==> config.mk <==
export PLATFORM = sky130hd
export DESIGN_NAME = dm_arbiter
export DESIGN_NICKNAME = d
export VERILOG_FILES = /design/src/rtl/dm_arbiter.sv
export SDC_FILE = /design/constraint.sdc
export NUM_CORES = 1
export LEC_CHECK = 0
export ABC_CLOCK_PERIOD_IN_PS = 2800
export CAP_MARGIN = 20
export CORE_ASPECT_RATIO = 0.6
export CORE_MARGIN = 3
export CORE_UTILIZATION = 48
export DETAILED_ROUTE_END_ITERATION = 8
export PLACE_DENSITY = 0.88
export SLEW_MARGIN = 20
export SYNTH_ARGS = -nofsm -noshare
export SYNTH_HDL_FRONTEND = slang
export SYNTH_SLANG_ARGS = --single-unit
==> constraint.sdc <==
create_clock -name clk -period 2.8 [get_ports clk]
set_input_delay 0.42 -clock clk [delete_from_list [all_inputs] [get_ports clk]]
set_output_delay 0.42 -clock clk [all_outputs]
set_load 0.01 [all_outputs]
==> src/rtl/dm_arbiter.sv <==
// Data-memory arbiter shared by the two issue pipelines.
// Merges compatible same-cycle accesses and otherwise serialises p1 behind p0 with a one-cycle stall.
module dm_arbiter #(
    parameter int AW = 9,
    parameter int DW = 16
) (
    input  logic          clk,
    input  logic          rst,
    input  logic          p0_req_in,
    input  logic          p0_we_in,
    input  logic [AW-1:0] p0_addr_in,
    input  logic [DW-1:0] p0_wdata_in,
    input  logic          p1_req_in,
    input  logic          p1_we_in,
    input  logic [AW-1:0] p1_addr_in,
    input  logic [DW-1:0] p1_wdata_in,
    input  logic          flush_p1_in,
    output logic [AW-1:0] mem_addr_out,
    output logic [DW-1:0] mem_wdata_out,
    output logic          mem_write_out,
    input  logic [DW-1:0] mem_rdata_in,
    output logic [DW-1:0] p0_rdata_out,
    output logic          p0_rvalid_out,
    output logic [DW-1:0] p1_rdata_out,
    output logic          p1_rvalid_out,
    output logic          stall_out
);

    typedef enum logic {IDLE, P1_PEND} state_t;

    state_t        state, next_state;
    logic          pend_we;
    logic [AW-1:0] pend_addr;
    logic [DW-1:0] pend_wdata;
    logic          p0_rd_q, p1_rd_q, p1_fwd_q;
    logic [DW-1:0] fwd_data_q, p0_hold_q, p1_hold_q;
    logic          p0_issue_rd, p1_issue_rd, p1_fwd, capture, same_addr;

    assign same_addr = (p0_addr_in == p1_addr_in);

    always_comb begin
        next_state    = state;
        mem_addr_out  = '0;
        mem_wdata_out = '0;
        mem_write_out = 1'b0;
        stall_out     = 1'b0;
        p0_issue_rd   = 1'b0;
        p1_issue_rd   = 1'b0;
        p1_fwd        = 1'b0;
        capture       = 1'b0;
        case (state)
            IDLE: begin
                if (p0_req_in && p1_req_in) begin
                    if (same_addr && !p0_we_in && !p1_we_in) begin
                        mem_addr_out = p0_addr_in;
                        p0_issue_rd  = 1'b1;
                        p1_issue_rd  = 1'b1;
                    end else if (same_addr && p0_we_in && !p1_we_in) begin
                        // p1 reads what p0 is writing, so hand it the write data directly
                        mem_addr_out  = p0_addr_in;
                        mem_wdata_out = p0_wdata_in;
                        mem_write_out = 1'b1;
                        p1_fwd        = 1'b1;
                    end else if (same_addr && p0_we_in && p1_we_in) begin
                        mem_addr_out  = p1_addr_in;
                        mem_wdata_out = p1_wdata_in;
                        mem_write_out = 1'b1;
                    end else begin
                        mem_addr_out  = p0_addr_in;
                        mem_wdata_out = p0_we_in ? p0_wdata_in : '0;
                        mem_write_out = p0_we_in;
                        p0_issue_rd   = !p0_we_in;
                        stall_out     = 1'b1;
                        capture       = 1'b1;
                        next_state    = P1_PEND;
                    end
                end else if (p0_req_in) begin
                    mem_addr_out  = p0_addr_in;
                    mem_wdata_out = p0_we_in ? p0_wdata_in : '0;
                    mem_write_out = p0_we_in;
                    p0_issue_rd   = !p0_we_in;
                end else if (p1_req_in) begin
                    mem_addr_out  = p1_addr_in;
                    mem_wdata_out = p1_we_in ? p1_wdata_in : '0;
                    mem_write_out = p1_we_in;
                    p1_issue_rd   = !p1_we_in;
                end
            end
            P1_PEND: begin
                next_state = IDLE;
                if (!flush_p1_in) begin
                    mem_addr_out  = pend_addr;
                    mem_wdata_out = pend_we ? pend_wdata : '0;
                    mem_write_out = pend_we;
                    p1_issue_rd   = !pend_we;
                end
            end
            default: next_state = IDLE;
        endcase
        // Keep the memory quiet while reset is held, even if the pipelines still request
        if (!rst) begin
            mem_addr_out  = '0;
            mem_wdata_out = '0;
            mem_write_out = 1'b0;
            stall_out     = 1'b0;
            p0_issue_rd   = 1'b0;
            p1_issue_rd   = 1'b0;
            p1_fwd        = 1'b0;
            capture       = 1'b0;
            next_state    = IDLE;
        end
    end

    always_ff @(posedge clk or negedge rst) begin
        if (!rst) begin
            state      <= IDLE;
            pend_we    <= 1'b0;
            pend_addr  <= '0;
            pend_wdata <= '0;
            p0_rd_q    <= 1'b0;
            p1_rd_q    <= 1'b0;
            p1_fwd_q   <= 1'b0;
            fwd_data_q <= '0;
            p0_hold_q  <= '0;
            p1_hold_q  <= '0;
        end else begin
            state    <= next_state;
            p0_rd_q  <= p0_issue_rd;
            p1_rd_q  <= p1_issue_rd;
            p1_fwd_q <= p1_fwd;
            if (capture) begin
                pend_we    <= p1_we_in;
                pend_addr  <= p1_addr_in;
                pend_wdata <= p1_wdata_in;
            end
            if (p1_fwd)
                fwd_data_q <= p0_wdata_in;
            if (p0_rd_q)
                p0_hold_q <= mem_rdata_in;
            if (p1_fwd_q)
                p1_hold_q <= fwd_data_q;
            else if (p1_rd_q)
                p1_hold_q <= mem_rdata_in;
        end
    end

    // Read data is live during the pulse and held from the registers afterwards
    assign p0_rvalid_out = p0_rd_q;
    assign p1_rvalid_out = p1_rd_q | p1_fwd_q;
    assign p0_rdata_out  = p0_rd_q ? mem_rdata_in : p0_hold_q;
    assign p1_rdata_out  = p1_fwd_q ? fwd_data_q : (p1_rd_q ? mem_rdata_in : p1_hold_q);

endmodule
==> summary.log, run 1 <==
INFO  logic_synthesis share_of_flip_flops_with_an_asynchronous_set_or_reset=100.0%
INFO  detailed_routing wire_per_inst=22.94um
INFO  timing         finalCriticalPeriod=2851ps
INFO  detailed_routing drt_iter0_markers=689
INFO  detailed_routing drt_wl_total=16.77mm
INFO  detailed_routing drt-pass1-iter-count=7
INFO  clock_tree     clk-insertion-delay-late=340ps
INFO  place          placed_cell_area=0.006200mm^2
INFO  logic_synthesis synthDistinctLibCells=36
INFO  critical_path  r2r-start=state
INFO  timing         fin_hold_ws=65.64ps
INFO  critical_path  reg2reg_depth=5
INFO  cells_and_area multi_input_area=0.002630mm^2
INFO  logic_synthesis synth_sequential_area_ratio=43.58%
INFO  timing         fin_skew=4.455ps
INFO  global_routing antenna_found_initial=0
INFO  critical_path  crit_path_start_kind=input port
INFO  critical_path  critPathKind=input port to primary output
INFO  clock_tree     tritoncts=yes
INFO  timing         count_of_final_setup_violators=3
INFO  global_routing grt_pass1_vias=4749
INFO  cells_and_area flow.area_growth_from_synthesis=53.24%
INFO  status         failed_checks=setup timing
INFO  logic_synthesis synth_fp_nets=511
INFO  place          finalWeightedCongestion=0.8960
INFO  logic_synthesis netlist_top_cells_area=sky130_fd_sc_hd__dfrtp_1 44%, sky130_fd_sc_hd__mux2_2 12%, sky130_fd_sc_hd__o21ai_0 3.7%
INFO  clock_tree     clock-root-buffer=sky130_fd_sc_hd__clkbuf_16
INFO  detailed_routing detail-route-antenna-nets=0
INFO  cells_and_area layoutNonFillerInstCount=731
INFO  die            die_span_in_x=130.7um
INFO  cells_and_area final-seq-area=0.001953mm^2
INFO  logic_synthesis synth-main-ff-cell=sky130_fd_sc_hd__dfrtp_1
INFO  place          io_buffers=133
INFO  worst_hold_path worst_hold_path_type=input port to asynchronous set/reset pin
INFO  cells_and_area layout-drive-gt1-share=35.92%
INFO  die            vert_die_dim=80.83um
INFO  die            design.die.area=0.01056mm^2
INFO  critical_path  reg2reg_to=pend_addr[2]
INFO  timing         fin_crit_sh=101.8%
INFO  logic_synthesis yosysTopAreaCell=sky130_fd_sc_hd__dfrtp_1
INFO  timing         least_margin_pin_slew=859.5ps
INFO  global_routing grt_util_all_layers=29.85%
INFO  cells_and_area nNetsFinal=686
INFO  timing         finalHoldViolations=0
INFO  clock_tree     tritoncts.num_buffers=9
INFO  logic_synthesis synth.most_common_cell=sky130_fd_sc_hd__dfrtp_1
INFO  place          numPlacedInstances=697
INFO  logic_synthesis combined_area_of_all_synthesized_cells=0.004479mm^2
INFO  die            coreArea=0.008783mm^2
INFO  global_routing grt_start_max_net_pins=55
INFO  cells_and_area final_cell_area=0.006864mm^2
INFO  cells_and_area final_core_utilization=78.15%
INFO  clock_tree     cts_h_tree_lvls=3
INFO  critical_path  critPathArrivalTime=2430ps
INFO  logic_synthesis synth_commonest_cells=78 x sky130_fd_sc_hd__dfrtp_1, 48 x sky130_fd_sc_hd__mux2_2, 33 x sky130_fd_sc_hd__o21ai_0
INFO  logic_synthesis flops_latches_synth=78
INFO  power_and_ir_drop power.leakage=2.967nW
INFO  power_and_ir_drop vdd_ir_drop_max=0.3382mV
INFO  detailed_routing drt-vias-per-instance=6.484
INFO  detailed_routing drt_drc_violations_left=0
INFO  global_routing grt_first_pass_wirelength=24.45mm
INFO  timing         relSlewSlack=42.58%
INFO  die            start_util=51.00%
INFO  critical_path  setup.worst_path.end_class=primary output
INFO  timing         postLayoutSetupSlackWorst=-50.77ps
INFO  logic_synthesis syn_inst=438
INFO  timing         slew_violations=0
INFO  power_and_ir_drop power.density=529.6mW/mm^2
INFO  die            rows=26
INFO  detailed_routing routed-via-count=4740
INFO  timing         rsz0062_at_grt=true
INFO  clock_tree     clk_path_buf_depth=2
INFO  status         outcome=finished, violations left
INFO  logic_synthesis synth_edf_count=0
INFO  place          dp_hpwl=10.36mm
INFO  global_routing grt.overflow.total=0
INFO  logic_synthesis netlist.area_leader.share=43.58%
INFO  cells_and_area fillers=504
INFO  critical_path  worst_ep_required_time=2380ps
INFO  timing         max_clock_freq=350.8MHz
INFO  die            num_io_pins=134
INFO  clock_tree     clkTransAtPathRegs=60ps
INFO  logic_synthesis synth_warnings=0
INFO  critical_path  worstPathMaxFanout=18
INFO  critical_path  r2r_setup_slack=750ps
INFO  clock_tree     sinks_on_the_clock_net=78
INFO  run            drv.max_cap_violation_count=0
INFO  logic_synthesis avgSynthCellArea=10.23um^2
[kinds of logic (layout without fill, tap and decap cells)]
group                     Yosys count  in the layout  synth area share, %
AOI/OAI and AO/OA                 112            112                16.90
and+or+nand+nor                   110            111                13.69
DFF                                78             78                43.58
muxes                              74             74                18.99
buffers and inverters              55            234                5.084
xor gates and xnor gates            9              9                1.760
other                               0              1                    0
[how the worst max path moves through the flow]
stage                       start                end  cells after the start  slack, ps
floorplan                p1_we_in  mem_wdata_out[10]                      7        300
global placement    p1_addr_in[6]    mem_addr_out[6]                      8       -690
detailed placement  p1_addr_in[6]   mem_wdata_out[5]                      8       -780
CTS                      p1_we_in   mem_wdata_out[2]                     10        0.2
global route        p0_addr_in[1]   mem_wdata_out[2]                      9        -90
finish              p0_addr_in[1]   mem_wdata_out[2]                      9        -50
[cells in the final DEF, fill, tap and decap left out, types with 13 or more instances in the layout]
| cell type | synthesis | final |
|---|---|---|
| sky130_fd_sc_hd__o21ai_0 | 33 | 33 |
| sky130_fd_sc_hd__clkdlybuf4s50_1 | 0 | 83 |
| sky130_fd_sc_hd__a221o_1 | 16 | 16 |
| sky130_fd_sc_hd__buf_2 | 4 | 24 |
| sky130_fd_sc_hd__dfrtp_1 | 78 | 77 |
| sky130_fd_sc_hd__a21oi_1 | 26 | 23 |
| sky130_fd_sc_hd__mux2i_1 | 16 | 16 |
| sky130_fd_sc_hd__buf_4 | 0 | 53 |
| sky130_fd_sc_hd__a211oi_2 | 0 | 13 |
| sky130_fd_sc_hd__dlygate4sd2_1 | 0 | 13 |
| sky130_fd_sc_hd__nand2_1 | 29 | 27 |
| sky130_fd_sc_hd__mux2_2 | 48 | 48 |
| sky130_fd_sc_hd__inv_1 | 19 | 19 |
| sky130_fd_sc_hd__and2_1 | 17 | 17 |
[metal layers]
layer	routed length (um)	GRT usage, %	vias up
li1	-	-	1968
met1	6478	38.51	2248
met2	7301	46.64	403
met3	2119	9.330	121
met4	869	12.94	0
met5	0	0	-
[area by class of cell]
type                    instances  share of cell area [%]
multi-input cells             306                   38.32
clock inverters                 7                   1.167
well taps                     112                   2.042
flip-flops and latches         78                   28.45
diodes                          1                 0.03646
repair buffers                199                   25.67
clock buffers                   9                   3.281
inverters                      19                   1.039
[power by group]
group	switching, mW	internal [mW]	leakage, nW
combinational	0.489	0.554	1.87
clock	0.492	0.701	0.143
sequential	0.0889	1.31	0.958
[per-stage QoR]
stage               power [mW]  setup TNS [ps]  setup WS, ps
finish                   3.635          -69.88        -50.77
global route             3.778          -297.4        -91.08
CTS                      3.584               0        0.1752
detailed placement       2.381          -23830        -776.4
global placement         2.334          -20160        -689.7
floorplan                1.820               0         299.0
[registers in the layout, indices dropped and copies added (netlist names)]
name	flops
pend_addr	9
state	1
p0_rvalid_out	1
p0_hold_q	16
p1_hold_q	16
pend_we	1
p1_rd_q	1
fwd_data_q	16
pend_wdata	16
p1_fwd_q	1
[timing repair]
| action | in CTS | in global routing |
|---|---|---|
| endpoints found under the setup margin | 27 | 37 |
| buffers inserted | 13 | 4 |
| hold buffers | 0 | 0 |
| pin swaps | 17 | 16 |
| resized for setup | 165 | 42 |
| cloned | 1 | 0 |
[worst max-delay path, stage by stage]
cell	delay, ps
sky130_fd_sc_hd__dlygate4sd2_1	250
sky130_fd_sc_hd__xnor2_1	220
sky130_fd_sc_hd__nand4_1	190
sky130_fd_sc_hd__buf_4	190
sky130_fd_sc_hd__buf_4	230
sky130_fd_sc_hd__nor4_2	450
sky130_fd_sc_hd__a211oi_4	90
sky130_fd_sc_hd__nor3_2	210
sky130_fd_sc_hd__buf_2	170
(Power assumes the default switching activity.)
==> run 2, diff against run 1 <==
Settings changed: CAP_MARGIN 20 to not set.
==> results of run 2 <==
Final layout, timing and power as in run 1 (identical DEF).
